### config.mk
export PLATFORM = sky130hd
export DESIGN_NAME = calc_controller_flat
export DESIGN_NICKNAME = d
export VERILOG_FILES = /design/src/rtl/calc_pkg.sv /design/src/rtl/calc_controller_if.sv /design/src/rtl/calc_byte_reader.sv /design/src/rtl/calc_controller.sv /design/src/flat_wrapper.sv
export SDC_FILE = /design/constraint.sdc
export NUM_CORES = 1
export LEC_CHECK = 0
export CORE_MARGIN = 8
export CORE_UTILIZATION = 42
export CTS_CLUSTER_SIZE = 8
export DETAILED_ROUTE_END_ITERATION = 10
export GPL_TIMING_DRIVEN = 0
export PLACE_DENSITY = 0.83
export SYNTH_ARGS = -nofsm -noshare
export SYNTH_HDL_FRONTEND = slang
export SYNTH_SLANG_ARGS = --single-unit
### constraint.sdc
create_clock -name clk -period 4.9 [get_ports clk]
set_clock_uncertainty 0.1 [all_clocks]
set_input_delay 0.735 -clock clk [delete_from_list [all_inputs] [get_ports clk]]
set_output_delay 0.735 -clock clk [all_outputs]
set_load 0.1 [all_outputs]
### src/rtl/calc_pkg.sv
`default_nettype none
// ============================================================================
// Module      : calc_pkg
// Description : Shared opcodes, default widths and controller state encodings
//               for the calculator sequencing block.
// Revision    : 1.0 - initial release
// ============================================================================
package calc_pkg;

    localparam int DEF_OPND_W = 32;
    localparam int DEF_RES_W  = 64;

    typedef enum logic [1:0] {
        OPR_ADD = 2'd0,
        OPR_SUB = 2'd1,
        OPR_MUL = 2'd2,
        OPR_DIV = 2'd3
    } calc_op_e;

    typedef enum logic [1:0] {
        ST_IDLE = 2'd0,
        ST_EXEC = 2'd1,
        ST_RESP = 2'd2
    } ctrl_state_e;

endpackage : calc_pkg
`default_nettype wire

### src/rtl/calc_controller_if.sv
`default_nettype none
// ============================================================================
// Module      : calc_controller_if
// Description : Command, calculator-drive and response signals of the
//               calculator controller. master = controller, slave = its peers.
// Revision    : 1.0 - initial release
// ============================================================================
interface calc_controller_if
    import calc_pkg::*;
#(
    parameter int OPND_W = DEF_OPND_W,
    parameter int RES_W  = DEF_RES_W
) ();

    logic              cmd_valid;
    logic              cmd_ready;
    logic [OPND_W-1:0] cmd_a;
    logic [OPND_W-1:0] cmd_b;
    logic [1:0]        cmd_op;
    logic [OPND_W-1:0] calc_a;
    logic [OPND_W-1:0] calc_b;
    logic [1:0]        calc_op;
    logic [RES_W-1:0]  calc_result;
    logic              rsp_valid;
    logic              rsp_ready;
    logic [RES_W-1:0]  rsp_result;
    logic              rsp_div_zero;
    logic              busy;

    modport master (
        input  cmd_valid, cmd_a, cmd_b, cmd_op, calc_result, rsp_ready,
        output cmd_ready, calc_a, calc_b, calc_op, rsp_valid, rsp_result,
               rsp_div_zero, busy
    );

    modport slave (
        output cmd_valid, cmd_a, cmd_b, cmd_op, calc_result, rsp_ready,
        input  cmd_ready, calc_a, calc_b, calc_op, rsp_valid, rsp_result,
               rsp_div_zero, busy
    );

endinterface : calc_controller_if
`default_nettype wire

### src/rtl/calc_byte_reader.sv
`default_nettype none
// ============================================================================
// Module      : calc_byte_reader
// Description : Byte-wise readout of the held response through a wrapping
//               3-bit pointer advanced by rd_strobe.
// Revision    : 1.0 - initial release
// ============================================================================
module calc_byte_reader
    import calc_pkg::*;
#(
    parameter int RES_W = DEF_RES_W
) (
    input  wire              clk,
    input  wire              rst,
    input  wire              capture,
    input  wire              rsp_valid,
    input  wire              rsp_ready,
    input  wire              rd_strobe,
    input  wire [RES_W-1:0]  rsp_result,
    output logic [7:0]       rd_byte
);

    logic [2:0] r_ptr;

    // A consume wins over a simultaneous strobe so the next response starts at byte 0.
    always_ff @(posedge clk) begin
        if (rst || capture) begin
            r_ptr <= 3'd0;
        end else if (rsp_valid && rsp_ready) begin
            r_ptr <= 3'd0;
        end else if (rsp_valid && rd_strobe) begin
            r_ptr <= r_ptr + 3'd1;
        end
    end

    assign rd_byte = rsp_result[{r_ptr, 3'b000} +: 8];

endmodule : calc_byte_reader
`default_nettype wire

### src/rtl/calc_controller.sv
`default_nettype none
// ============================================================================
// Module      : calc_controller
// Description : Accepts one calculator command, holds operands for
//               EXEC_CYCLES, captures a masked result into a response register.
//               Optional byte readout enabled by CALC_CTRL_BYTE_READ_EN.
// Revision    : 1.0 - initial release
// ============================================================================
module calc_controller
    import calc_pkg::*;
#(
    parameter int OPND_W      = DEF_OPND_W,
    parameter int RES_W       = DEF_RES_W,
    parameter int EXEC_CYCLES = 2
) (
    input  wire             clk,
    input  wire             rst,
`ifdef CALC_CTRL_BYTE_READ_EN
    input  wire             rd_strobe,
    output logic [7:0]      rd_byte,
`endif
    calc_controller_if.master bus
);

    localparam logic [3:0] C_CNT_LOAD = 4'(EXEC_CYCLES - 1);

    ctrl_state_e       r_state;
    ctrl_state_e       w_next_state;
    logic              w_accept;
    logic              w_capture;
    logic [3:0]        r_cnt;
    logic [OPND_W-1:0] r_a;
    logic [OPND_W-1:0] r_b;
    logic [1:0]        r_op;
    logic [RES_W-1:0]  r_res;
    logic              r_dz;
    logic [RES_W-1:0]  w_masked;
    logic              w_dz;

    always_ff @(posedge clk) begin
        if (rst) begin
            r_state <= ST_IDLE;
        end else begin
            r_state <= w_next_state;
        end
    end

    always_comb begin
        w_next_state = r_state;
        w_accept     = 1'b0;
        w_capture    = 1'b0;
        case (r_state)
            ST_IDLE: begin
                if (bus.cmd_valid) begin
                    w_accept     = 1'b1;
                    w_next_state = ST_EXEC;
                end
            end
            ST_EXEC: begin
                if (r_cnt == 4'd0) begin
                    w_capture    = 1'b1;
                    w_next_state = ST_RESP;
                end
            end
            ST_RESP: begin
                if (bus.rsp_ready) begin
                    w_next_state = ST_IDLE;
                end
            end
            default: w_next_state = ST_IDLE;
        endcase
    end

    // Bits the calculator does not write for an op are undefined, so only the
    // meaningful slice is kept; add/sub keep the carry/borrow bit.
    always_comb begin
        w_masked = '0;
        w_dz     = 1'b0;
        case (r_op)
            OPR_ADD, OPR_SUB: w_masked[OPND_W:0] = bus.calc_result[OPND_W:0];
            OPR_MUL:          w_masked = bus.calc_result;
            default: begin
                if (r_b == '0) begin
                    w_dz = 1'b1;
                end else begin
                    w_masked[OPND_W-1:0] = bus.calc_result[OPND_W-1:0];
                end
            end
        endcase
    end

    always_ff @(posedge clk) begin
        if (rst) begin
            r_cnt <= 4'd0;
            r_a   <= '0;
            r_b   <= '0;
            r_op  <= 2'd0;
            r_res <= '0;
            r_dz  <= 1'b0;
        end else begin
            if (w_accept) begin
                r_a   <= bus.cmd_a;
                r_b   <= bus.cmd_b;
                r_op  <= bus.cmd_op;
                r_cnt <= C_CNT_LOAD;
            end else if (r_state == ST_EXEC && r_cnt != 4'd0) begin
                r_cnt <= r_cnt - 4'd1;
            end
            if (w_capture) begin
                r_res <= w_masked;
                r_dz  <= w_dz;
            end
        end
    end

    assign bus.cmd_ready    = (r_state == ST_IDLE);
    assign bus.busy         = (r_state != ST_IDLE);
    assign bus.rsp_valid    = (r_state == ST_RESP);
    assign bus.calc_a       = r_a;
    assign bus.calc_b       = r_b;
    assign bus.calc_op      = r_op;
    assign bus.rsp_result   = r_res;
    assign bus.rsp_div_zero = r_dz;

`ifdef CALC_CTRL_BYTE_READ_EN
    calc_byte_reader #(
        .RES_W (RES_W)
    ) u_byte_reader (
        .clk        (clk),
        .rst        (rst),
        .capture    (w_capture),
        .rsp_valid  (bus.rsp_valid),
        .rsp_ready  (bus.rsp_ready),
        .rd_strobe  (rd_strobe),
        .rsp_result (r_res),
        .rd_byte    (rd_byte)
    );
`endif

endmodule : calc_controller
`default_nettype wire

### src/flat_wrapper.sv
// flat-port wrapper written by rule: the top's interface ports become plain ports
module calc_controller_flat import calc_pkg::*;
#(
    parameter int OPND_W      = DEF_OPND_W,
    parameter int RES_W       = DEF_RES_W,
    parameter int EXEC_CYCLES = 2
)
  (clk, rst, bus_cmd_valid, bus_cmd_a, bus_cmd_b, bus_cmd_op, bus_calc_result, bus_rsp_ready, bus_cmd_ready, bus_calc_a, bus_calc_b, bus_calc_op, bus_rsp_valid, bus_rsp_result, bus_rsp_div_zero, bus_busy);
  calc_controller_if #(.OPND_W(OPND_W), .RES_W(RES_W)) bus_i ();
  input  wire clk;
  input  wire rst;
  input wire logic [$bits(bus_i.cmd_valid)-1:0] bus_cmd_valid;
  input wire logic [$bits(bus_i.cmd_a)-1:0] bus_cmd_a;
  input wire logic [$bits(bus_i.cmd_b)-1:0] bus_cmd_b;
  input wire logic [$bits(bus_i.cmd_op)-1:0] bus_cmd_op;
  input wire logic [$bits(bus_i.calc_result)-1:0] bus_calc_result;
  input wire logic [$bits(bus_i.rsp_ready)-1:0] bus_rsp_ready;
  output wire logic [$bits(bus_i.cmd_ready)-1:0] bus_cmd_ready;
  output wire logic [$bits(bus_i.calc_a)-1:0] bus_calc_a;
  output wire logic [$bits(bus_i.calc_b)-1:0] bus_calc_b;
  output wire logic [$bits(bus_i.calc_op)-1:0] bus_calc_op;
  output wire logic [$bits(bus_i.rsp_valid)-1:0] bus_rsp_valid;
  output wire logic [$bits(bus_i.rsp_result)-1:0] bus_rsp_result;
  output wire logic [$bits(bus_i.rsp_div_zero)-1:0] bus_rsp_div_zero;
  output wire logic [$bits(bus_i.busy)-1:0] bus_busy;
  assign bus_i.cmd_valid = bus_cmd_valid;
  assign bus_i.cmd_a = bus_cmd_a;
  assign bus_i.cmd_b = bus_cmd_b;
  assign bus_i.cmd_op = bus_cmd_op;
  assign bus_i.calc_result = bus_calc_result;
  assign bus_i.rsp_ready = bus_rsp_ready;
  assign bus_cmd_ready = bus_i.cmd_ready;
  assign bus_calc_a = bus_i.calc_a;
  assign bus_calc_b = bus_i.calc_b;
  assign bus_calc_op = bus_i.calc_op;
  assign bus_rsp_valid = bus_i.rsp_valid;
  assign bus_rsp_result = bus_i.rsp_result;
  assign bus_rsp_div_zero = bus_i.rsp_div_zero;
  assign bus_busy = bus_i.busy;
  calc_controller #(.OPND_W(OPND_W), .RES_W(RES_W), .EXEC_CYCLES(EXEC_CYCLES)) u_core (.clk(clk), .rst(rst), .bus(bus_i));
endmodule
# Yosys cells after proc, flatten, opt, wreduce, memory -nomap -nowiden
# Index checks and enable logic that the tools add are counted.
[word_totals]
register_bits = 137
in_bits = 134
out_inout_bits = 134
word_cells = 43
[op_classes]
addsub = 1
n_eq_ne = 7
muxes = 16
n_reduce_logical = 11
[ops]
columns = ["op", "n"]
rows = [
  ["two-way mux 32 bit", 2],
  ["zero test 32 bit", 1],
  ["two-way mux 31 bit", 1],
  ["two-way mux 1 bit", 9],
  ["two-way mux 2 bit", 3],
  ["case mux 2 bit (3 select lines)", 1],
  ["== test 2 x 1 -> 1 bit, second input constant", 2],
  ["== test 2 bit, second input constant", 2],
  ["zero test 2 bit", 2],
  ["zero test 4 bit", 1],
  ["inequality test 2 bit, second input constant", 2],
  ["nonzero test 2 bit", 2],
  ["nonzero test 4 bit", 1],
  ["subtractor 4 x 1 -> 4 bit, second input constant", 1],
  ["AND reduction 3 bit", 1],
  ["OR reduction 3 bit", 1],
  ["inequality test 2 x 1 -> 1 bit, second input constant", 1],
  ["OR reduction 2 bit", 1],
  ["logical AND 1 bit", 1],
]

# Depth between registers and ports, before layout
[depth]
word_depth = 4
ltp_mapped = 8
ltp_nobuf = 6

# Worst setup path after synthesis
# OpenSTA, ideal clock, no wires.
[synth_path]
path_kind = "register -> output"
start = "register u_core.r_state[1]"
end = "output port bus_busy"
arrival_time_ps = 2583
required_time_ps = 4065
slack_ps = 1482
stages_incl_launch_ff = 3
n_path_buf = 0
cell_sequence = "dfxtp_1 > nor2_1 > inv_1"
[synth_between]
elab_chain_len = 1
[synth_lines]
columns = ["element", "line_no", "text"]
rows = [
  ["start, declared", "calc_controller.sv:27", "ctrl_state_e r_state;"],
  ["start signal, assigned", "calc_controller.sv:44", "r_state <= w_next_state;"],
  ["nonzero test 2 bit", "calc_controller.sv:117", "assign bus.busy = (r_state != ST_IDLE);"],
  ["end, declared", "flat_wrapper.sv:25", "output wire logic [$bits(bus_i.busy)-1:0] bus_busy;"],
]
# No other way between the ends.

# Worst setup path in the final report
[layout_path]
start = "register u_core.r_state[0]"
end = "output port bus_cmd_ready"
[layout_between]
elab_chain_len = 1
[layout_lines]
columns = ["element", "line_no", "text"]
rows = [
  ["zero test 2 bit", "calc_controller.sv:116", "assign bus.cmd_ready = (r_state == ST_IDLE);"],
  ["end, declared", "flat_wrapper.sv:18", "output wire logic [$bits(bus_i.cmd_ready)-1:0] bus_cmd_ready;"],
]
# No other way between the ends.

==> impl_results.md <==
* Vias per cell at 4.97
* Proportion of synthesized area in mux cells at 0%
* Die width at 125 um
* Grt ovf at 0
* Crit path max fanout at 4
* Xor/xnor cell area share of the yosys netlist at 0.530%
* Worst r2r src: u_core.bus.calc_b[18]
* Layout Nets at 1,041
* Syn nets at 756
* CTS root buffer: clkbuf_16
* Clock tree sinks at 137
* Largest family of logic cells by synthesized area: simple AND/OR/NAND/NOR gates
* Hold_buf cts at 0
* Post-Route WL at 18.3 mm
* Reg2reg end: u_core.bus.rsp_result[1]
* WP data required at 4070 ps
* Switching pwr at 1180 uW
* Starting Density at 43.2%
* DP Area at 7800 um^2
* Num rows at 39
* Global-route wire length before repair at 28.4 mm
* Area Growth Syn to Fin at 68.5%
* Pleak at 0.00302 uW
* Final Cycle Share at 64.9%
* Wire length per cell at 17.2 um
* Unrepaired setup endpoints after global routing: false
* Leading cell types in the layout, fill and taps excluded: 266 x clkdlybuf4s50_1, 230 x nand2_1, 137 x dfxtp_1, 130 x a21oi_1, 35 x nand3_1
* Switching Share at 34.8%
* Post-Synth Simple-Gate Area at 24.7%
* Core ar. at 11,500 um^2
* Complex-gate fraction of the synthesized area at 14.2%
* Yosys reg bits at 137
* Post-Syn Instances at 621
* Die area at 15,500 um^2
* GRT Total Usage at 23.1%
* Share of cells above drive strength 1 at 5.89%
* Fin Hold WS at 348 ps
* Outcome: finished, final reports clean
* Worst min-delay path category: flop to flop
* Startpoint of the worst hold path: u_core.bus.rsp_result[56]
* Synth warn at 0
* Netlist Area Pre-Place at 4960 um^2
* Cell Pwr Density at 407 nW/um^2
* Worst skew pair latency at 410 ps
* Worst setup SP type: flop
* Final Instance Area at 8350 um^2
* IO Count at 268
* Drt drc at 0
* Initial DRT Pass Iterations at 5
* Pint at 2220 uW
* N_diodes at 0
* Sequential share of the synthesized area at 55.3%
* Final min period at 3180 ps
* Reg2Reg Setup Slack at 2930 ps
* Fmax at 0.315 GHz
* Reg2reg path depth at 5
* Initial antenna violation count at 0
* Comb pwr share at 28.7%
* # setup viols final at 0
* Inserted Clock Buffers at 17
* Port bufs at 266
* Chip height at 125 um
* Setup TNS at 0 ps
* Worst slew pin tran at 1040 ps
* Postcts setup bufs at 0
* Htree depth at 4
* Post-detailed-placement half-perimeter wirelength at 14.0 mm
* Seq pwr share at 36.0%
* Post-CTS resize count at 0
* Commonest non-fill, non-tap cell in the layout: clkdlybuf4s50_1
* Initial DRC Count at 328
* Endpoint, Worst Hold: u_core.bus.rsp_result[56]
* Final Hold Fails at 0
* Fin. max-slew vios at 0
* Vias in the first global route at 5,221
* Synthesized area per cell at 7.98 um^2
* Vias at 5,263
* Synth Area in Adders at 0.252%
* Routability cong. at 0.777
* Post-route ant nets at 0
* Max transition margin at 30.4%
* Reg clk slew, reported paths at 60 ps
* Crit path kind: flop to output port
* TritonCTS clock tree: done
* Clock share of power at 35.4%
* Worst setup EP type: output port
* Clock Tree Buf Depth at 2
* Number of max-cap violations at 0
* Largest net degree at the start of global routing at 17
* Max VDD drop at 0.331 mV
* WHS Path Cells at 2
* Fillers at 902
* Number of distinct library cells after synthesis at 28
* CP Data Arrival Time at 2340 ps
* Utilization after layout at 72.8%
==> Yosys cell counts <==
master	n	share of area, %
or3b_1	1	0.18
dfxtp_1	137	55
nand2_1	230	17
buf_1	3	0.23
and2_1	4	0.50
nor3b_2	1	0.25
buf_6	3	0.68
nand4_1	2	0.25
nor4_2	1	0.25
inv_1	4	0.30
a21oi_2	1	0.18
nand3_1	35	3.5
a2111oi_2	1	0.30
nor2_1	5	0.38
o41ai_1	1	0.18
a21oi_1	130	13
and2b_1	1	0.15
nor3_1	4	0.40
buf_4	1	0.15
nand3b_1	1	0.15
clkbuf_1	19	1.4
xnor2_1	1	0.18
o31ai_4	1	0.43
xor2_1	2	0.35
ha_1	1	0.25
nor4_1	7	0.88
buf_2	21	2.1
nor2b_1	3	0.38
==> cells by family (layout without fill, tap and decap cells) <==
logic type	after synthesis	count (layout)
simple gates	295	295
fa+ha+maj	1	1
xor+xnor	3	3
buf+inv	51	347
flops	137	137
compound gates	134	134
==> worst max-delay path, cell delays in order, from the launching register on <==
cell and delay (ps):
dfxtp_1 320, nor2_1 370, clkdlybuf4s50_1 1230
==> sequential cells by signal, indices dropped and copies added, names as in the netlist <==
name and flops:
u_core.bus.rsp_result 64, u_core.bus.calc_op 2, u_core.bus.rsp_div_zero 1, u_core.r_cnt 4, u_core.bus.calc_b 32, u_core.bus.calc_a 32, u_core.r_state 2
==> how the worst max path moves through the flow <==
| stage | depth (start not counted) | slack, ps | from | to |
|---|---|---|---|---|
| 2_1_floorplan | 2 | 1480 | u_core.r_state[1] | bus_busy |
| 3_3_place_gp | 2 | 2170 | u_core.r_state[0] | bus_cmd_ready |
| 3_5_place_dp | 2 | 2180 | u_core.r_state[1] | bus_cmd_ready |
| 4_1_cts | 2 | 1720 | u_core.r_state[0] | bus_cmd_ready |
| 5_1_grt | 2 | 1660 | u_core.r_state[0] | bus_cmd_ready |
| 6_report | 2 | 1720 | u_core.r_state[0] | bus_cmd_ready |
==> cell type report <==
class / count / area, um^2 / share of cell area, %
tap: 143 / 179 / 2.14
multi-input combinational: 433 / 1970 / 23.6
timing repair buffer: 266 / 2660 / 31.9
clock inverter: 2 / 35.0 / 0.420
sequential: 137 / 2740 / 32.8
inverter: 4 / 15.0 / 0.180
buffer: 47 / 229 / 2.74
clock buffer: 28 / 517 / 6.19
==> metrics by stage <==
stage / worst slack [ps] / cells / total power, uW
finish: 1720 / 1060 / 3400
global route: 1660 / 1060 / 3520
CTS: 1720 / 1060 / 3420
detailed placement: 2180 / 1030 / 2220
global placement: 2170 / 1030 / 2210
floorplan: 1480 / 621 / 1910
==> per-layer routing <==
layer	vias up	global-route usage (%)	wire length, um
li1	2616	-	-
met1	2405	25.1	7100
met2	221	38.3	8850
met3	21	11.3	2040
met4	0	8.01	297
met5	-	0	0
==> power groups by stage <==
stage                     logic (uW)  registers, uW  clock network [uW]
final                            975           1220                1200
after global routing            1020           1230                1270
after CTS                        981           1220                1220
after detailed placement         977           1250                   0
after global placement           972           1240                   0
after floorplan                  220           1690                   0
No activity file was read; power rests on OpenSTA's default activity.
